`config.mk`:
```
export PLATFORM = sky130hd
export DESIGN_NAME = spi_slave_ctrl
export DESIGN_NICKNAME = d
export VERILOG_FILES = /design/src/rtl/spi_pkg.sv /design/src/rtl/spi_sync_edge.sv /design/src/rtl/spi_slave_ctrl.sv
export SDC_FILE = /design/constraint.sdc
export NUM_CORES = 1
export LEC_CHECK = 0
export CORE_AREA = 8 8 69 101
export DETAILED_ROUTE_END_ITERATION = 10
export DIE_AREA = 0 0 77 109
export PLACE_DENSITY = 0.67
export SLEW_MARGIN = 20
export SYNTH_ARGS = -nofsm -noshare
export SYNTH_HDL_FRONTEND = slang
export SYNTH_HIERARCHICAL = 1
export SYNTH_SLANG_ARGS = --single-unit
```
`constraint.sdc`:
```
create_clock -name clk -period 3.2 [get_ports clk]
set_input_delay 0.64 -clock clk [delete_from_list [all_inputs] [get_ports clk]]
set_output_delay 0.64 -clock clk [all_outputs]
set_load 0.005 [all_outputs]
```
`src/rtl/spi_pkg.sv`:
```
// Shared types and constants for the oversampling SPI slave controller.
package spi_pkg;

  typedef enum logic {
    IDLE   = 1'b0,
    ACTIVE = 1'b1
  } state_t;

  // Encoded as {CPOL, CPHA}.
  typedef enum logic [1:0] {
    MODE0 = 2'b00,
    MODE1 = 2'b01,
    MODE2 = 2'b10,
    MODE3 = 2'b11
  } spi_mode_t;

  localparam int SYNC_DEPTH = 2;

  function automatic logic lead_is_rise(input spi_mode_t mode);
    return ~mode[1];
  endfunction

endpackage

```
`src/rtl/spi_sync_edge.sv`:
```
// Two-flop synchroniser with one extra history flop for rise/fall detection
// of an asynchronous SPI pin in the system clock domain.
module spi_sync_edge
  import spi_pkg::*;
#(
  parameter logic RST_VAL = 1'b0
) (
  input  logic clk,
  input  logic rst_n,
  input  logic d,
  output logic rise,
  output logic fall
);

  logic [SYNC_DEPTH-1:0] sync;
  logic                  prev;

  always_ff @(posedge clk or negedge rst_n) begin
    if (!rst_n) begin
      sync <= {SYNC_DEPTH{RST_VAL}};
      prev <= RST_VAL;
    end else begin
      sync <= {sync[SYNC_DEPTH-2:0], d};
      prev <= sync[SYNC_DEPTH-1];
    end
  end

  assign rise = sync[SYNC_DEPTH-1] & ~prev;
  assign fall = ~sync[SYNC_DEPTH-1] & prev;

endmodule

```
`src/rtl/spi_slave_ctrl.sv`:
```
// Oversampled SPI slave for all CPOL/CPHA modes with a one-word tx holding buffer.
// Define SPI_SLAVE_LOOPBACK_EN to echo each received word back on the next word.
module spi_slave_ctrl
  import spi_pkg::*;
#(
  parameter int DATA_W = 8,
  parameter bit CPOL   = 1'b0,
  parameter bit CPHA   = 1'b0
) (
  input  logic              clk,
  input  logic              rst_n,
  input  logic              sck,
  input  logic              ss_n,
  input  logic              mosi,
  output logic              miso,
  input  logic [DATA_W-1:0] tx_data,
  input  logic              tx_valid,
  output logic              tx_ready,
  output logic [DATA_W-1:0] rx_data,
  output logic              rx_valid,
  output logic              underrun,
  output logic              busy
);

  localparam spi_mode_t MODE     = spi_mode_t'({CPOL, CPHA});
  localparam logic [4:0] LAST_BIT = 5'(DATA_W - 1);

  state_t state, state_next;

  logic                  sck_rise, sck_fall, ss_rise, ss_fall;
  logic [SYNC_DEPTH-1:0] mosi_sync;
  logic                  lead_edge, trail_edge, sample_edge, shift_edge;
  logic                  word_start, word_done, leave;
  logic [4:0]            bit_cnt;
  logic [DATA_W-2:0]     rx_shift;
  logic [DATA_W-1:0]     tx_shift, rx_word, load_word;
  logic                  no_word;

  spi_sync_edge #(.RST_VAL(CPOL)) u_sck_sync (
    .clk  (clk),
    .rst_n(rst_n),
    .d    (sck),
    .rise (sck_rise),
    .fall (sck_fall)
  );

  spi_sync_edge #(.RST_VAL(1'b1)) u_ss_sync (
    .clk  (clk),
    .rst_n(rst_n),
    .d    (ss_n),
    .rise (ss_rise),
    .fall (ss_fall)
  );

  always_ff @(posedge clk or negedge rst_n) begin
    if (!rst_n) mosi_sync <= '0;
    else        mosi_sync <= {mosi_sync[SYNC_DEPTH-2:0], mosi};
  end

  assign lead_edge   = lead_is_rise(MODE) ? sck_rise : sck_fall;
  assign trail_edge  = lead_is_rise(MODE) ? sck_fall : sck_rise;
  assign sample_edge = CPHA ? trail_edge : lead_edge;
  assign shift_edge  = CPHA ? lead_edge : trail_edge;
  assign rx_word     = {rx_shift, mosi_sync[SYNC_DEPTH-1]};
  assign busy        = (state == ACTIVE);

  always_ff @(posedge clk or negedge rst_n) begin
    if (!rst_n) state <= IDLE;
    else        state <= state_next;
  end

  always_comb begin
    state_next = state;
    word_start = 1'b0;
    word_done  = 1'b0;
    leave      = 1'b0;
    case (state)
      IDLE: begin
        if (ss_fall) begin
          state_next = ACTIVE;
          word_start = 1'b1;
        end
      end
      ACTIVE: begin
        if (ss_rise) begin
          state_next = IDLE;
          leave      = 1'b1;
        end else if (sample_edge && bit_cnt == LAST_BIT) begin
          word_done  = 1'b1;
          word_start = 1'b1;
        end
      end
      default: state_next = IDLE;
    endcase
  end

`ifdef SPI_SLAVE_LOOPBACK_EN
  // The word completing this cycle is the one echoed, so bypass rx_data here.
  assign load_word = word_done ? rx_word : rx_data;
  assign no_word   = 1'b0;
  assign tx_ready  = 1'b0;
`else
  logic              buf_full;
  logic [DATA_W-1:0] buf_data;

  // Accept only when empty, so a same-cycle load and consume never collide.
  always_ff @(posedge clk or negedge rst_n) begin
    if (!rst_n) begin
      buf_full <= 1'b0;
      buf_data <= '0;
    end else if (tx_valid && !buf_full) begin
      buf_full <= 1'b1;
      buf_data <= tx_data;
    end else if (word_start && buf_full) begin
      buf_full <= 1'b0;
    end
  end

  assign load_word = buf_full ? buf_data : '0;
  assign no_word   = ~buf_full;
  assign tx_ready  = ~buf_full;
`endif

  // CPHA=0 skips the trailing edge right after a word completes: the new MSB is already out.
  always_ff @(posedge clk or negedge rst_n) begin
    if (!rst_n) begin
      bit_cnt  <= '0;
      rx_shift <= '0;
      tx_shift <= '0;
      miso     <= 1'b0;
      rx_data  <= '0;
      rx_valid <= 1'b0;
      underrun <= 1'b0;
    end else begin
      rx_valid <= word_done;
      underrun <= word_start & no_word;
      if (leave) begin
        bit_cnt <= '0;
        miso    <= 1'b0;
      end else begin
        if (state == ACTIVE && sample_edge) begin
          rx_shift <= rx_word[DATA_W-2:0];
          if (word_done) begin
            rx_data <= rx_word;
            bit_cnt <= '0;
          end else begin
            bit_cnt <= bit_cnt + 5'd1;
          end
        end
        if (word_start) begin
          if (CPHA) begin
            tx_shift <= load_word;
          end else begin
            miso     <= load_word[DATA_W-1];
            tx_shift <= load_word << 1;
          end
        end else if (state == ACTIVE && shift_edge && (CPHA || bit_cnt != '0)) begin
          miso     <= tx_shift[DATA_W-1];
          tx_shift <= tx_shift << 1;
        end
      end
    end
  end

endmodule
```
==> impl_metrics.env <==
export IMPL_status="completed"
export IMPL_fin_ws_ns=1.09
export IMPL_drt_vias_per_instance=4.80
export IMPL_crit_fanout=14
export IMPL_max_stage_delay_ns=0.59
export IMPL_place_congestion=0.774
export IMPL_final_cell_area_mm2=0.00247
export IMPL_critPathKind="flop to primary output"
export IMPL_initial_core_util=0.359
export IMPL_nets=199
export IMPL_setup_tns_ns=0
export IMPL_synthToLayoutAreaGrowth_pct=22.4
export IMPL_die_w_um=77
export IMPL_swShare=0.273
export IMPL_dp_hpwl_um=2420
export IMPL_cts_hold_buffers_added=0
export IMPL_synth_area_per_cell_um2=13.2
export IMPL_setup_viol_count_final=0
export IMPL_ys_seq_area_frac=0.598
export IMPL_ys_types=33
export IMPL_h_tree_depth=2
export IMPL_grt_max_degree=49
export IMPL_peakVddDrop_v=0.000428
export IMPL_critPathBufInv=1
export IMPL_syn_nets=169
export IMPL_min_period_ns=2.11
export IMPL_cts_clk_slew_worst_paths_ns=0.08
export IMPL_place_area_mm2=0.00236
export IMPL_rsz0062_at_grt="false"
export IMPL_seqPwrFrac=0.513
export IMPL_preCtsSetupSlack_ns=1.00
export IMPL_totalWireLength_um=3370
export IMPL_seqCellArea_mm2=0.00120
export IMPL_dr_pass1_iters=4
export IMPL_multi_input_area_um2=766
export IMPL_r2r_start="bit_cnt[1]$_DFFE_PN0P_"
export IMPL_syn_cell_area_mm2=0.00202
export IMPL_ant_nets=0
export IMPL_post_route_period_util=0.658
export IMPL_dpl_cell_count=248
export IMPL_postSynthCellCount=153
export IMPL_cts_resized=0
export IMPL_rr_worst_depth=6
export IMPL_grt_pass1_wl_um=6110
export IMPL_grt_pass1_vias=1330
export IMPL_io_buffers=26
export IMPL_ys_warn_count=6
export IMPL_fmax_mhz=475
export IMPL_yosys_register_bits=48
export IMPL_cts_tree="built"
export IMPL_clkSinkCount=48
export IMPL_hold_slack_ns=0.346
export IMPL_end_kind="primary output"
export IMPL_switching_power_mw=0.469
export IMPL_vias=1228
export IMPL_ios=27
export IMPL_slew_headroom=0.535
export IMPL_drive_gt1_frac=0.261
export IMPL_utilization=0.439
export IMPL_clkLatencyLatePin_ns=0.30
export IMPL_overflow=0
export IMPL_cpMaxStageDelayCell="dfrtp_1"
export IMPL_grt_usage=0.0900
export IMPL_std_cell_rows=34
export IMPL_die_area_mm2=0.00839
export IMPL_grt_antenna_before_repair=0
export IMPL_drv_slew=0
export IMPL_p_per_area_mw_per_mm2=696
export IMPL_timing_hold_violations_final=0
export IMPL_cp_arrival_ns=1.47
export IMPL_r2r_slack_ns=1.11
export IMPL_post_cts_buffers=0
export IMPL_p_int_mw=1.25
export IMPL_cts_max_path_buffers=2
export IMPL_hold_path_class="primary input to async pin"
export IMPL_cts_root_buf="clkbuf_8"
export IMPL_tritoncts_num_buffers=5
export IMPL_drv_cap=0
export IMPL_drtIter0Drc=100
export IMPL_drc_errors=0
export IMPL_leakage_nw=1.10
export IMPL_fin_cells=256
export IMPL_tightest_slew_ns=0.696
export IMPL_n_antenna_cell=0
export IMPL_crit_path_cell_trace="clkdlybuf4s50_1"
export IMPL_p_clk_frac=0.246
export IMPL_r2r_end="tx_shift[7]$_DFFE_PN0P_"
export IMPL_die_y_um=109
export IMPL_comb_power_share=0.241
export IMPL_fin_skew_ns=0.00515
export IMPL_nFillCells=571
export IMPL_total_power_mw=1.72
export IMPL_crit_path_start_kind="flop"
export IMPL_worstPathRequired_ns=2.56
export IMPL_coreArea_mm2=0.00562
export IMPL_routedWlPerCell_um=13.2
export IMPL_crit_family="flip-flops"
-- power groups by stage --
stage	clock network [mW]	logic, mW	registers [mW]
finish	0.423	0.414	0.881
CTS	0.441	0.422	0.885
floorplan	0	0.329	0.847
global placement	0	0.410	0.894
detailed placement	0	0.421	0.899
global route	0.464	0.470	0.912
-- how the worst max path moves through the flow --
stage	startpoint	end	slack (ns)	depth (start not counted)
2_1_floorplan	bit_cnt[1]$_DFFE_PN0P_	tx_shift[3]$_DFFE_PN0P_	1.37	6
3_3_place_gp	tx_valid	buf_data[2]$_DFFE_PN0P_	1.02	3
3_5_place_dp	tx_valid	buf_data[4]$_DFFE_PN0P_	1.00	3
4_1_cts	busy$_DFF_PN0_	busy	1.06	1
5_1_grt	bit_cnt[0]$_DFFE_PN0P_	tx_shift[7]$_DFFE_PN0P_	0.81	6
6_report	busy$_DFF_PN0_	busy	1.09	1
-- flip-flops by register name, indices dropped and copies added (netlist names) --
name and flops:
busy 1, mosi_sync 2, miso 1, underrun 1
bit_cnt 5, u_sck_sync/sync 2, buf_data 8, u_sck_sync/prev 1
rx_data 8, tx_shift 7, rx_shift 7, u_ss_sync/prev 1
rx_valid 1, buf_full 1, u_ss_sync/sync 2
-- cells by family (layout without fill, tap and decap cells) --
kind of cell | count (synthesis) | count (layout) | share of synthesized area
flops | 48 | 48 | 0.598
simple gates | 35 | 35 | 0.102
buf+inv | 12 | 43 | 0.0223
fa+ha+maj | 2 | 2 | 0.0124
compound gates | 20 | 20 | 0.0708
mux | 36 | 36 | 0.195
-- placed cells by master, fill, tap and decap left out, drive strengths merged, types with 2 or more instances in the layout --
cell type,instances
and2b,2
dfrtp,45
clkdlybuf4s50,25
nand2b,2
clkbuf,6
buf,3
a22o,2
o21ai,7
dfstp,3
and2,5
mux2,26
o22ai,3
a21oi,3
nor2b,4
mux2i,10
ha,2
nand2,11
nor2,3
inv,7
-- metal layers --
metal  GRT usage  part of all wire  routed length (µm)
met2       0.154              0.52                1760
met1      0.0988              0.42                1410
met4      0.0623             0.028                  95
met3      0.0190             0.031                 103
met5           0                 0                   0
-- synthesized netlist by cell type --
cell type	number	area share
nor2_1	2	0.0037
a32o_1	1	0.0050
nand2b_1	2	0.0062
a2bb2oi_1	1	0.0043
and4_2	1	0.0050
and3_1	1	0.0031
or3b_4	1	0.0056
ha_1	2	0.012
o21ai_4	1	0.0081
mux2i_1	10	0.050
and2_1	4	0.012
nor4_1	1	0.0031
and2_2	1	0.0037
o31ai_1	1	0.0037
inv_1	7	0.013
o21bai_1	1	0.0037
nand2_1	11	0.020
a22o_1	2	0.0087
a21oi_1	3	0.0074
or2_2	1	0.0031
o21ai_0	6	0.015
nand4b_1	1	0.0043
clkbuf_1	5	0.0093
mux2_2	26	0.15
dfrtp_1	45	0.56
nor2b_1	4	0.012
nor3_1	1	0.0025
a21boi_2	1	0.0056
dfstp_2	3	0.039
nor4b_1	1	0.0043
o22ai_1	3	0.0093
and2b_2	2	0.0087
nor2_2	1	0.0031
-- cell type report --
type,count,area share
Timing Repair Buffer,28,0.111
Sequential cell,48,0.488
Tap cell,72,0.0365
Inverter,7,0.0106
Clock inverter,2,0.0142
Clock buffer,6,0.0294
Multi-Input combinational cell,93,0.310
Power figures use the tool's default switching activity.
